### src/rtl/m_sequence_despreader.sv
// m_sequence_despreader: recovers the start phase of an M-sequence chip stream, then checks the
// rest of the frame against a free-running LFSR replica and issues a lock decision per frame.
// Optional feature macro: DESPREAD_ERRCNT_EN adds err_cnt_o with the saturated mismatch count.
module m_sequence_despreader #(
  parameter int unsigned        N        = 63,
  parameter int unsigned        LENGTH   = $clog2(N),
  parameter logic [LENGTH-1:0]  POLYNOME = 6'b000011,
  parameter int unsigned        HOLD     = 3,
  parameter int unsigned        MAX_ERR  = 0
`ifdef DESPREAD_ERRCNT_EN
  ,
  localparam int unsigned       ERRW     = $clog2(N - LENGTH + 1)
`endif
) (
  input  logic              clkin,
  input  logic              rst,
  input  logic              valid_i,
  input  logic              chip_i,
  output logic              ready_o,
  output logic              done_o,
  output logic              lock_o,
  output logic [LENGTH-1:0] phase_o,
  output logic              abort_o
`ifdef DESPREAD_ERRCNT_EN
  ,
  output logic [ERRW-1:0]   err_cnt_o
`endif
);

  localparam int unsigned HW = (HOLD > 1) ? $clog2(HOLD) : 1;
  localparam int unsigned CW = $clog2(N);
`ifdef DESPREAD_ERRCNT_EN
  localparam int unsigned    CNTW = ERRW;
  localparam logic [CNTW-1:0] SAT = '1;
`else
  // Without the output only "more than MAX_ERR" matters, so count no further than MAX_ERR+1.
  localparam int unsigned    CNTW = $clog2(MAX_ERR + 2);
  localparam logic [CNTW-1:0] SAT = CNTW'(MAX_ERR + 1);
`endif

  typedef enum logic [1:0] {StIdle, StLoad, StTrack} state_e;

  state_e            state_q, state_d;
  logic [HW-1:0]     hold_cnt_q, hold_cnt_d;
  logic [LENGTH-1:0] win_q, win_d;
  logic [LENGTH-1:0] ph_q, ph_d;
  logic [CW-1:0]     chip_cnt_q, chip_cnt_d;
  logic [CNTW-1:0]   err_q, err_d;
  logic [LENGTH-1:0] phase_q, phase_d;
  logic              lock_q, lock_d;
  logic              done_q, done_d;
  logic              abort_q, abort_d;
`ifdef DESPREAD_ERRCNT_EN
  logic [ERRW-1:0]   err_cnt_q, err_cnt_d;
`endif

  logic              sample;
  logic              pred;
  logic [CNTW-1:0]   err_nxt;

  // Chip sample strobe: first cycle of valid, then once every HOLD cycles.
  always_comb begin
    sample = valid_i && (hold_cnt_q == '0);
    if (!valid_i) begin
      hold_cnt_d = '0;
    end else if (hold_cnt_q == '0) begin
      hold_cnt_d = HW'(HOLD - 1);
    end else begin
      hold_cnt_d = hold_cnt_q - 1'b1;
    end
  end

  // Frame FSM: load window, track replica, decide lock.
  always_comb begin
    state_d    = state_q;
    win_d      = win_q;
    ph_d       = ph_q;
    chip_cnt_d = chip_cnt_q;
    err_d      = err_q;
    phase_d    = phase_q;
    lock_d     = lock_q;
    done_d     = 1'b0;
    abort_d    = 1'b0;
`ifdef DESPREAD_ERRCNT_EN
    err_cnt_d  = err_cnt_q;
`endif
    pred       = ^(POLYNOME & win_q);
    err_nxt    = err_q;
    if (pred != chip_i && err_q != SAT) begin
      err_nxt = err_q + 1'b1;
    end

    unique case (state_q)
      StIdle: begin
        if (sample) begin
          win_d      = {chip_i, win_q[LENGTH-1:1]};
          chip_cnt_d = CW'(1);
          err_d      = '0;
          state_d    = StLoad;
        end
      end
      StLoad: begin
        if (!valid_i) begin
          abort_d = 1'b1;
          state_d = StIdle;
        end else if (sample) begin
          win_d      = {chip_i, win_q[LENGTH-1:1]};
          chip_cnt_d = chip_cnt_q + 1'b1;
          if (chip_cnt_q == CW'(LENGTH - 1)) begin
            ph_d    = {chip_i, win_q[LENGTH-1:1]};
            state_d = StTrack;
          end
        end
      end
      StTrack: begin
        if (!valid_i) begin
          abort_d = 1'b1;
          state_d = StIdle;
        end else if (sample) begin
          // Replica free-runs on its own prediction, never on received chips.
          win_d      = {pred, win_q[LENGTH-1:1]};
          err_d      = err_nxt;
          chip_cnt_d = chip_cnt_q + 1'b1;
          if (chip_cnt_q == CW'(N - 1)) begin
            done_d  = 1'b1;
            phase_d = ph_q;
            lock_d  = (32'(err_nxt) <= MAX_ERR) && (ph_q != '0);
`ifdef DESPREAD_ERRCNT_EN
            err_cnt_d = err_nxt;
`endif
            state_d = StIdle;
          end
        end
      end
      default: state_d = StIdle;
    endcase
  end

  // State registers; reset acts immediately and discards a coincident sample.
  always_ff @(posedge clkin or posedge rst) begin
    if (rst) begin
      state_q    <= StIdle;
      hold_cnt_q <= '0;
      win_q      <= '0;
      ph_q       <= '0;
      chip_cnt_q <= '0;
      err_q      <= '0;
      phase_q    <= '0;
      lock_q     <= 1'b0;
      done_q     <= 1'b0;
      abort_q    <= 1'b0;
`ifdef DESPREAD_ERRCNT_EN
      err_cnt_q  <= '0;
`endif
    end else begin
      state_q    <= state_d;
      hold_cnt_q <= hold_cnt_d;
      win_q      <= win_d;
      ph_q       <= ph_d;
      chip_cnt_q <= chip_cnt_d;
      err_q      <= err_d;
      phase_q    <= phase_d;
      lock_q     <= lock_d;
      done_q     <= done_d;
      abort_q    <= abort_d;
`ifdef DESPREAD_ERRCNT_EN
      err_cnt_q  <= err_cnt_d;
`endif
    end
  end

  // Output mapping.
  always_comb begin
    ready_o   = (state_q == StIdle);
    done_o    = done_q;
    lock_o    = lock_q;
    phase_o   = phase_q;
    abort_o   = abort_q;
`ifdef DESPREAD_ERRCNT_EN
    err_cnt_o = err_cnt_q;
`endif
  end

endmodule

### config.mk
export PLATFORM = sky130hd
export DESIGN_NAME = m_sequence_despreader
export DESIGN_NICKNAME = d
export VERILOG_FILES = /design/src/rtl/m_sequence_despreader.sv
export SDC_FILE = /design/constraint.sdc
export NUM_CORES = 1
export LEC_CHECK = 0
export ABC_CLOCK_PERIOD_IN_PS = 4690
export CORE_MARGIN = 5
export CORE_UTILIZATION = 60
export DETAILED_ROUTE_END_ITERATION = 10
export PLACE_DENSITY_LB_ADDON = 0.1
export SYNTH_ARGS = -nofsm -noshare
export SYNTH_HDL_FRONTEND = slang
export SYNTH_SLANG_ARGS = --single-unit
### constraint.sdc
create_clock -name clkin -period 4.69 [get_ports clkin]
set_input_delay 0.938 -clock clkin [delete_from_list [all_inputs] [get_ports clkin]]
set_output_delay 0.938 -clock clkin [all_outputs]
set_load 0.02 [all_outputs]
==> flow_summary.json, run 1 <==
{
  "setup_violations": 0,
  "critPathKind": "flop to output port",
  "p_sw_mw": 0.2946,
  "cpPeakStageDelay_ps": 660,
  "cellPowerDensity_nw_per_um2": 471.9,
  "drt-met1-wl_microns": 1137,
  "postCtsHoldBufs": 0,
  "hold_class": "flop to flop",
  "placementRows": 18,
  "grt_pass1_vias": 964,
  "wl_microns": 2559,
  "cpMaxStageDelayCell": "clkdlybuf4s50_1",
  "clock_latency_ps": 340,
  "synth-compound-area-share_pct": 8.408,
  "drive_above_1_share_pct": 22.14,
  "synth_fa_ha_area_share_pct": 6.531,
  "synth_top_family_by_area": "multiplexers",
  "die-area_sq_um": 3665,
  "die_h_microns": 60.54,
  "syn_nets": 133,
  "syn_area_per_cell_sq_um": 12.67,
  "gr-total-overflow": 0,
  "netlist_top_cells_count": "32 x dfrtp_1, 11 x mux2_2, 9 x nand2_1, 8 x ha_1, 8 x inv_1",
  "synth_seq_area_share_pct": 52.24,
  "via_per_inst": 5.582,
  "syn-cell-area_sq_um": 1533,
  "max_cap_viol_count": 0,
  "p_int_mw": 0.5303,
  "synth_cells": 121,
  "synth_xor_xnor_area_share_pct": 2.286,
  "min_to": "lock_o$_DFFE_PP0P_",
  "drtIter0Drc": 31,
  "required_ps": 3750,
  "final.period_utilization_pct": 58.42,
  "dieWidth_microns": 60.54,
  "comb_power_share_pct": 32.2,
  "clkPwrFrac_pct": 19.2,
  "layout.nets": 151,
  "drc": 0,
  "ant_nets": 0,
  "antenna_cells": 0,
  "crit_path_max_fanout": 7,
  "maxSlewHeadroom_pct": 55.09,
  "grt_pass1_wl_microns": 4388,
  "finalHoldViolCount": 0,
  "dp_hpwl_microns": 1873,
  "utilization_pct": 71.20,
  "fin_worst_skew_ps": 13.26,
  "fin_tns_setup_ps": 0,
  "worstRegToRegCells": 4,
  "worst_pin_slew_ps": 672.5,
  "wl_per_cell_microns": 15.05,
  "vias": 949,
  "clockRootBuffer": "clkbuf_4",
  "synth_area_leaders": "dfrtp_1 52%, mux2_2 8.1%, ha_1 6.5%, mux2_4 5.9%, nand2_1 2.2%",
  "p_leak_nw": 0.8124,
  "slew_violations": 0,
  "ctsResizeCount": 0,
  "coreArea_sq_um": 2455,
  "initial_core_util_pct": 62.44,
  "async_flop_share_pct": 100.0,
  "r2r-start": "state_q[0]$_DFFE_PP0P_",
  "seqPwrFrac_pct": 48.5,
  "tritoncts": "built",
  "rsz0062_at_grt": "false",
  "worstSetupStartpointType": "flop",
  "first_pass_iters": 4,
  "io_buffers": 13,
  "rrSetupSlack_ps": 2770,
  "fmax_mhz": 365.0,
  "status": "finished clean",
  "grt_max_degree": 33,
  "cts.sinks": 32,
  "r2r-end": "win_q[0]$_DFFE_PP0P_",
  "ios": 14,
  "yosys.area.top_type": "dfrtp_1",
  "layout-area-overhead-vs-synth_pct": 14.04,
  "synth-main-ff-cell": "dfrtp_1",
  "ir_drop_mv": 0.3614,
  "min_path_cells": 1,
  "yosysUniqueCellTypes": 33,
  "grtUsageTotal_pct": 16.53,
  "cp_data_arrival_time_ps": 1800,
  "crit_chain": "inv_1, ha_1, clkdlybuf4s50_1",
  "fillCellCount": 171,
  "clkTransAtPathRegs_ps": 100,
  "muxShareOfSynthArea_pct": 14.69,
  "met3_length_microns": 131,
  "cts.path.max_buffers": 2,
  "antenna_found_initial": 0,
  "yosysMostFrequentCell": "dfrtp_1",
  "cp-end-kind": "output port",
  "synthSimpleGateAreaFrac_pct": 12.49,
  "switching_share_pct": 35.72,
  "synth-edff-count": 0,
  "ys_ff_latch": 32,
  "ys_warn_count": 0,
  "routabilityCongestion": 0.8355,
  "min_period_ps": 2740,
  "hp-start": "err_q$_DFFE_PP0P_",
  "top_layer": "met4",
  "cts_buffers": 5,
  "cts_setup_buffers": 0,
  "yosysTopAreaCellShare_pct": 52.24,
  "routed-wl-met2_microns": 1275,
  "h-tree-depth": 2
}
-- critical path: cells and delay by family (launching register included) --
| kind | cells | cell delay [ps] |
|---|---|---|
| flops | 1 | 420 |
| fa+ha+maj | 1 | 300 |
| buf+inv | 2 | 750 |
-- area by class of cell --
type	count	area, sq um	share of cell area, %
repair buffers	14	137.6	7.874
clock inverters	3	23.77	1.360
flip-flops and latches	32	800.8	45.81
inverters	8	30.03	1.718
well taps	30	37.54	2.147
clock buffers	5	37.54	2.147
multi-input cells	78	680.7	38.94
-- cells by family after synthesis --
group	Yosys count
XOR/XNOR	4
AO/OA/AOI/OAI	19
AND/OR/NAND/NOR	29
adder cells (fa/ha/maj)	8
buffers and inverters	11
multiplexers	18
flip-flops	32
-- worst max-delay path by stage --
| stage | endpoint | slack (ps) | from | cells past startpoint |
|---|---|---|---|---|
| global placement | phase_o[0]$_DFFE_PP0P_ | 1960 | valid_i | 4 |
| finish | ready_o | 1950 | state_q[0]$_DFFE_PP0P_ | 3 |
| global route | ready_o | 1860 | state_q[0]$_DFFE_PP0P_ | 3 |
| detailed placement | phase_o[1]$_DFFE_PP0P_ | 1910 | valid_i | 4 |
| floorplan | state_q[0]$_DFFE_PP0P_ | 2860 | valid_i | 4 |
| CTS | ready_o | 1920 | state_q[0]$_DFFE_PP0P_ | 3 |
-- sequential cells by signal, summed over array words and instances, names as in the netlist, 2 cells and up --
name        flops
hold_cnt_q      2
chip_cnt_q      6
phase_o         6
win_q           6
ph_q            6
state_q         2
-- stage by stage --
stage | hold WS (ps) | area, sq um | power, mW | std cells | worst slack (ps)
2_1_floorplan | 467.7 | 1533 | 0.5993 | 121 | 2862
3_3_place_gp | 491.4 | 1687 | 0.6582 | 162 | 1957
3_5_place_dp | 501.0 | 1687 | 0.6730 | 162 | 1909
4_1_cts | 516.1 | 1748 | 0.8344 | 170 | 1916
5_1_grt | 535.4 | 1748 | 0.8795 | 170 | 1855
6_report | 513.9 | 1748 | 0.8249 | 170 | 1950
-- per-layer routing --
metal / up-vias / track usage (%)
met3: 2 / 5.745
met1: 463 / 21.60
met5: - / 0
li1: 465 / -
met4: 0 / 5.573
met2: 19 / 25.93
-- cells in the final DEF, fill, tap and decap left out, types with 4 or more instances in the layout --
cell type	n
clkdlybuf4s50_1	13
o21ai_0	6
mux2_4	6
clkbuf_4	5
nor2_1	4
ha_1	8
mux2_2	11
dfrtp_1	32
nand2_1	9
inv_1	8
nand3_1	4
-- power by group through the flow --
stage                     Clock [mW]  Combinational (mW)  Sequential, mW
after floorplan                    0               0.208           0.391
after global placement             0               0.259           0.399
after detailed placement           0               0.268           0.405
after CTS                      0.163               0.271           0.400
after global routing           0.176               0.293           0.410
final                          0.159               0.266           0.400
Note: power is estimated with default switching activity, not from simulation.
==> run 2, diff against run 1 <==
Settings changed: ABC_CLOCK_PERIOD_IN_PS 4690 to 2700, CORE_UTILIZATION 60 to 56.
Clock period 4.69 ns to 2.7 ns, I/O delays scaled along.
==> run 2 against run 1 <==
Die area up 5.9%. Largest cell class unchanged. Routed wire length up 2.1%. Clock-buffer cell count up 1. Setup slack worse by 1600 ps. Highest routed layer unchanged. Sequential share of layout area down 0.61 points. Critical endpoint unchanged. Power up 83%. Sequential power up 74%. Global-route usage down 1.2 points. Combinational power up 73%. Clock power up 120%. Register-to-register slack worse by 2000 ps.
==> flow_summary.json, run 2 (synthesized netlist as in run 1, its figures left out) <==
{
  "status": "finished clean",
  "final_cell_mix": "32 x dfrtp_1, 13 x clkdlybuf4s50_1, 11 x mux2_2",
  "worst_pin_slew_ps": 601.1,
  "dpl_cell_area_sq_um": 1695,
  "clockRootBuffer": "clkbuf_4",
  "min_period_ps": 2339,
  "drive_above_1_share_pct": 21.99,
  "r2r-end": "phase_o[1]$_DFFE_PP0P_",
  "cts_setup_buffers": 0,
  "dieWidth_microns": 62.32,
  "cts.sinks": 32,
  "place_ws_ps": 423.7,
  "routabilityCongestion": 0.8047,
  "cp_data_arrival_time_ps": 1800,
  "setup_violations": 0,
  "cts_buffers": 5,
  "rsz0062_at_grt": "false",
  "grt_pass1_vias": 959,
  "p_leak_nw": 0.8320,
  "ir_drop_mv": 0.7112,
  "antenna_found_initial": 0,
  "io_buffers": 13,
  "r2r-start": "hold_cnt_q[1]$_DFF_PP0_",
  "die-area_sq_um": 3883,
  "power_mw": 1.509,
  "cpMaxStageDelayCell": "clkdlybuf4s50_1",
  "initial_core_util_pct": 57.06,
  "worst_slack_ps": 361.5,
  "first_pass_iters": 3,
  "drtIter0Drc": 18,
  "postCtsHoldBufs": 0,
  "ios": 14,
  "stdcell_count": 172,
  "hold_ws_ps": 519.7,
  "multiInputGateArea_sq_um": 680.7,
  "placedCellCount": 164,
  "dp_hpwl_microns": 1892,
  "grt_max_degree": 33,
  "vias": 935,
  "ctsResizeCount": 0,
  "fin_area_sq_um": 1772,
  "max_cap_viol_count": 0,
  "fillCellCount": 216,
  "h-tree-depth": 2,
  "worstSetupStartpointType": "flop",
  "rrSetupSlack_ps": 770,
  "coreArea_sq_um": 2686,
  "ant_nets": 0,
  "hp-start": "err_q$_DFFE_PP0P_",
  "fin_tns_setup_ps": 0,
  "utilization_pct": 65.95,
  "cellPowerDensity_nw_per_um2": 851.8,
  "hold_class": "flop to flop",
  "grt_pass1_wl_microns": 4616,
  "placementRows": 19,
  "finalHoldViolCount": 0,
  "required_ps": 2160,
  "crit_chain": "inv_1, ha_1, clkdlybuf4s50_1",
  "ff_latch_area_sq_um": 800.8,
  "mostFrequentLayoutCell": "dfrtp_1",
  "critPathKind": "flop to output port",
  "wl_per_cell_microns": 15.19,
  "cp-end-kind": "output port",
  "layout.nets": 152,
  "min_to": "lock_o$_DFFE_PP0P_",
  "fmax_mhz": 427.6,
  "fin_worst_skew_ps": 13.60,
  "gr-total-overflow": 0,
  "slew_violations": 0,
  "via_per_inst": 5.436,
  "layout-area-overhead-vs-synth_pct": 15.59,
  "wl_microns": 2613,
  "maxSlewHeadroom_pct": 59.86,
  "clkTransAtPathRegs_ps": 90,
  "worstRegToRegCells": 5,
  "tritoncts": "built",
  "cpPeakStageDelay_ps": 660,
  "crit_path_max_fanout": 7,
  "min_path_cells": 1,
  "final.period_utilization_pct": 86.61,
  "drc": 0,
  "clock_latency_ps": 340,
  "die_h_microns": 62.32,
  "grtUsageTotal_pct": 15.34,
  "cts.path.max_buffers": 2,
  "antenna_cells": 0
}
[run 2: changes by cell type in the layout (fill, tap and decap cells not counted)]
cell / delta
clkinvlp_4: -2
buf_4: +1
bufinv_16: +1
clkbuf_1: +1
clkinv_2: +1
clkinv_4: -1
[run 2: report_power, final]
group	leakage [nW]	internal [mW]	switching [mW]	total (mW)
clock network	0.0422	0.194	0.161	0.355
logic	0.369	0.225	0.235	0.459
registers	0.421	0.593	0.102	0.695
[run 2: metal layers]
layer | share of wire, % | global-route usage (%) | wire [microns]
met1 | 47 | 18.76 | 1234
met2 | 46 | 22.93 | 1213
met3 | 5.7 | 8.108 | 148
met4 | 0.65 | 5.570 | 17
met5 | 0 | 0 | 0
[run 2: layout make-up]
cell class / count / share of cell area, %
Tap cell: 31 / 2.189
Clock inverter: 2 / 1.977
Clock buffer: 6 / 2.331
Timing Repair Buffer: 15 / 8.192
Multi-Input combinational cell: 78 / 38.42
Inverter: 8 / 1.695
Sequential cell: 32 / 45.20
[run 2: worst max path at each step]
stage	slack [ps]	from	to	cells past startpoint
after floorplan	950	state_q[0]$_DFFE_PP0P_	win_q[0]$_DFFE_PP0P_	4
after global placement	520	valid_i	phase_o[3]$_DFFE_PP0P_	4
after detailed placement	420	valid_i	state_q[0]$_DFFE_PP0P_	5
after CTS	330	state_q[0]$_DFFE_PP0P_	ready_o	3
after global routing	240	state_q[0]$_DFFE_PP0P_	ready_o	3
final	360	state_q[0]$_DFFE_PP0P_	ready_o	3
[run 2: worst max-delay path: cells and delay by family, from the launching register on]
family | cells | cell delay, ps
buf+inv | 2 | 750
fa+ha+maj | 1 | 310
flops | 1 | 410
==> run 3, diff against run 2 <==
Settings changed: ABC_CLOCK_PERIOD_IN_PS 2700 to 2450, CORE_ASPECT_RATIO set to 1.2, CORE_MARGIN 5 to unset.
Clock period 2.7 ns to 2.45 ns, I/O delays scaled along.
==> run 3 against run 2 <==
Non-clock buffer count stayed put. Clock skew is 9.0 ps lower. Routed wire length is 1.7% lower. Cell area is 1.6% lower. Global-route usage is 6.2 points higher. Die area is 24% lower. Sequential share of layout area is 0.71 points higher. Flip-flop and latch count stayed put. Largest power group unchanged. Power is 2.4% higher. First-iteration DRC count is 17% lower. Highest routed layer unchanged. Combinational power is 9.6% higher. Clock power is 22% lower.
==> flow_summary.json, run 3 (synthesized netlist as in run 1, its figures left out) <==
{
  "status": "finished clean",
  "hold_class": "flop to flop",
  "final.period_utilization_pct": 93.01,
  "utilization_pct": 67.67,
  "dieWidth_microns": 49.76,
  "multiInputGateArea_sq_um": 680.7,
  "place_ws_ps": 327.8,
  "clkTransAtPathRegs_ps": 90,
  "fillCellCount": 189,
  "vias": 957,
  "hp-start": "phase_o[5]$_DFFE_PP0P_",
  "via_per_inst": 5.532,
  "required_ps": 1960,
  "h-tree-depth": 2,
  "dp_hpwl_microns": 1881,
  "critPathKind": "flop to output port",
  "worstSetupStartpointType": "flop",
  "wl_per_cell_microns": 14.84,
  "cp_data_arrival_time_ps": 1790,
  "die-area_sq_um": 2951,
  "clockRootBuffer": "clkbuf_4",
  "drive_above_1_share_pct": 21.43,
  "fmax_mhz": 438.8,
  "worst_pin_slew_ps": 570.7,
  "placementRows": 20,
  "crit_path_max_fanout": 7,
  "coreArea_sq_um": 2577,
  "min_to": "phase_o[5]$_DFFE_PP0P_",
  "antenna_cells": 0,
  "drtIter0Drc": 15,
  "grt_max_degree": 33,
  "worst_slack_ps": 171.3,
  "max_cap_viol_count": 0,
  "cts.sinks": 32,
  "ios": 14,
  "grtUsageTotal_pct": 21.56,
  "slew_violations": 0,
  "initial_core_util_pct": 59.47,
  "cts_setup_buffers": 0,
  "cp-end-kind": "output port",
  "routabilityCongestion": 0.7282,
  "layout.nets": 152,
  "io_buffers": 13,
  "postCtsHoldBufs": 0,
  "setup_violations": 0,
  "cts_buffers": 5,
  "min_period_ps": 2279,
  "cts.path.max_buffers": 2,
  "first_pass_iters": 4,
  "tritoncts": "built",
  "layout-area-overhead-vs-synth_pct": 13.80,
  "wl_microns": 2568,
  "cellPowerDensity_nw_per_um2": 885.7,
  "r2r-end": "phase_o[4]$_DFFE_PP0P_",
  "ir_drop_mv": 0.5845,
  "maxSlewHeadroom_pct": 61.89,
  "power_mw": 1.545,
  "fin_tns_setup_ps": 0,
  "clock_latency_ps": 330,
  "rsz0062_at_grt": "false",
  "ctsResizeCount": 0,
  "r2r-start": "hold_cnt_q[0]$_DFF_PP0_",
  "die_h_microns": 59.31,
  "ff_latch_area_sq_um": 800.8,
  "finalHoldViolCount": 0,
  "hold_ws_ps": 516.1,
  "worstRegToRegCells": 5,
  "rrSetupSlack_ps": 490,
  "final_cell_mix": "32 x dfrtp_1, 13 x clkdlybuf4s50_1, 11 x mux2_2",
  "fin_worst_skew_ps": 4.627,
  "grt_pass1_wl_microns": 4519,
  "ant_nets": 0,
  "antenna_found_initial": 0,
  "drc": 0,
  "p_leak_nw": 0.8178,
  "mostFrequentLayoutCell": "dfrtp_1",
  "min_path_cells": 1,
  "gr-total-overflow": 0,
  "grt_pass1_vias": 983
}
[run 3: cell count changes in the layout (fill, tap and decap cells not counted)]
cell,before,now
bufinv_16,1,0
[run 3: power by group]
group	internal, mW	switching [mW]
Clock	0.105	0.172
Sequential	0.654	0.111
Combinational	0.248	0.254
Total	1.01	0.537
[run 3: per-layer routing]
metal	GRT usage, %	routed length [microns]	up-vias
met2	37.26	1314	19
li1	-	-	462
met1	24.62	1099	470
met5	0	0	-
met4	8.980	50	0
met3	6.923	103	6
[run 3: worst max path at each step]
stage | from | end | slack (ps) | depth (start not counted)
5_1_grt | state_q[1]$_DFFE_PP0P_ | ready_o | 60 | 3
3_5_place_dp | valid_i | phase_o[4]$_DFFE_PP0P_ | 330 | 4
4_1_cts | state_q[1]$_DFFE_PP0P_ | ready_o | 160 | 3
3_3_place_gp | valid_i | phase_o[0]$_DFFE_PP0P_ | 360 | 4
6_report | state_q[1]$_DFFE_PP0P_ | ready_o | 170 | 3
2_1_floorplan | state_q[0]$_DFFE_PP0P_ | win_q[0]$_DFFE_PP0P_ | 700 | 4
[run 3: critical path: stages, from the launching register on]
cell and delay, ps:
dfrtp_1 410, inv_1 90, ha_1 300, clkdlybuf4s50_1 650
[run 3: per-stage QoR]
step	instance area (sq um)	std cells
2_1_floorplan	1533	121
3_3_place_gp	1698	166
3_5_place_dp	1698	166
4_1_cts	1744	173
5_1_grt	1744	173
6_report	1744	173
[run 3: cell type report]
type                       count  share of cell area (%)
sequential                    32                   45.91
clock buffer                   6                   2.367
timing repair buffer          15                   8.321
tap                           33                   2.367
multi-input combinational     78                   39.02
inverter                       8                   1.722
clock inverter                 1                  0.2869
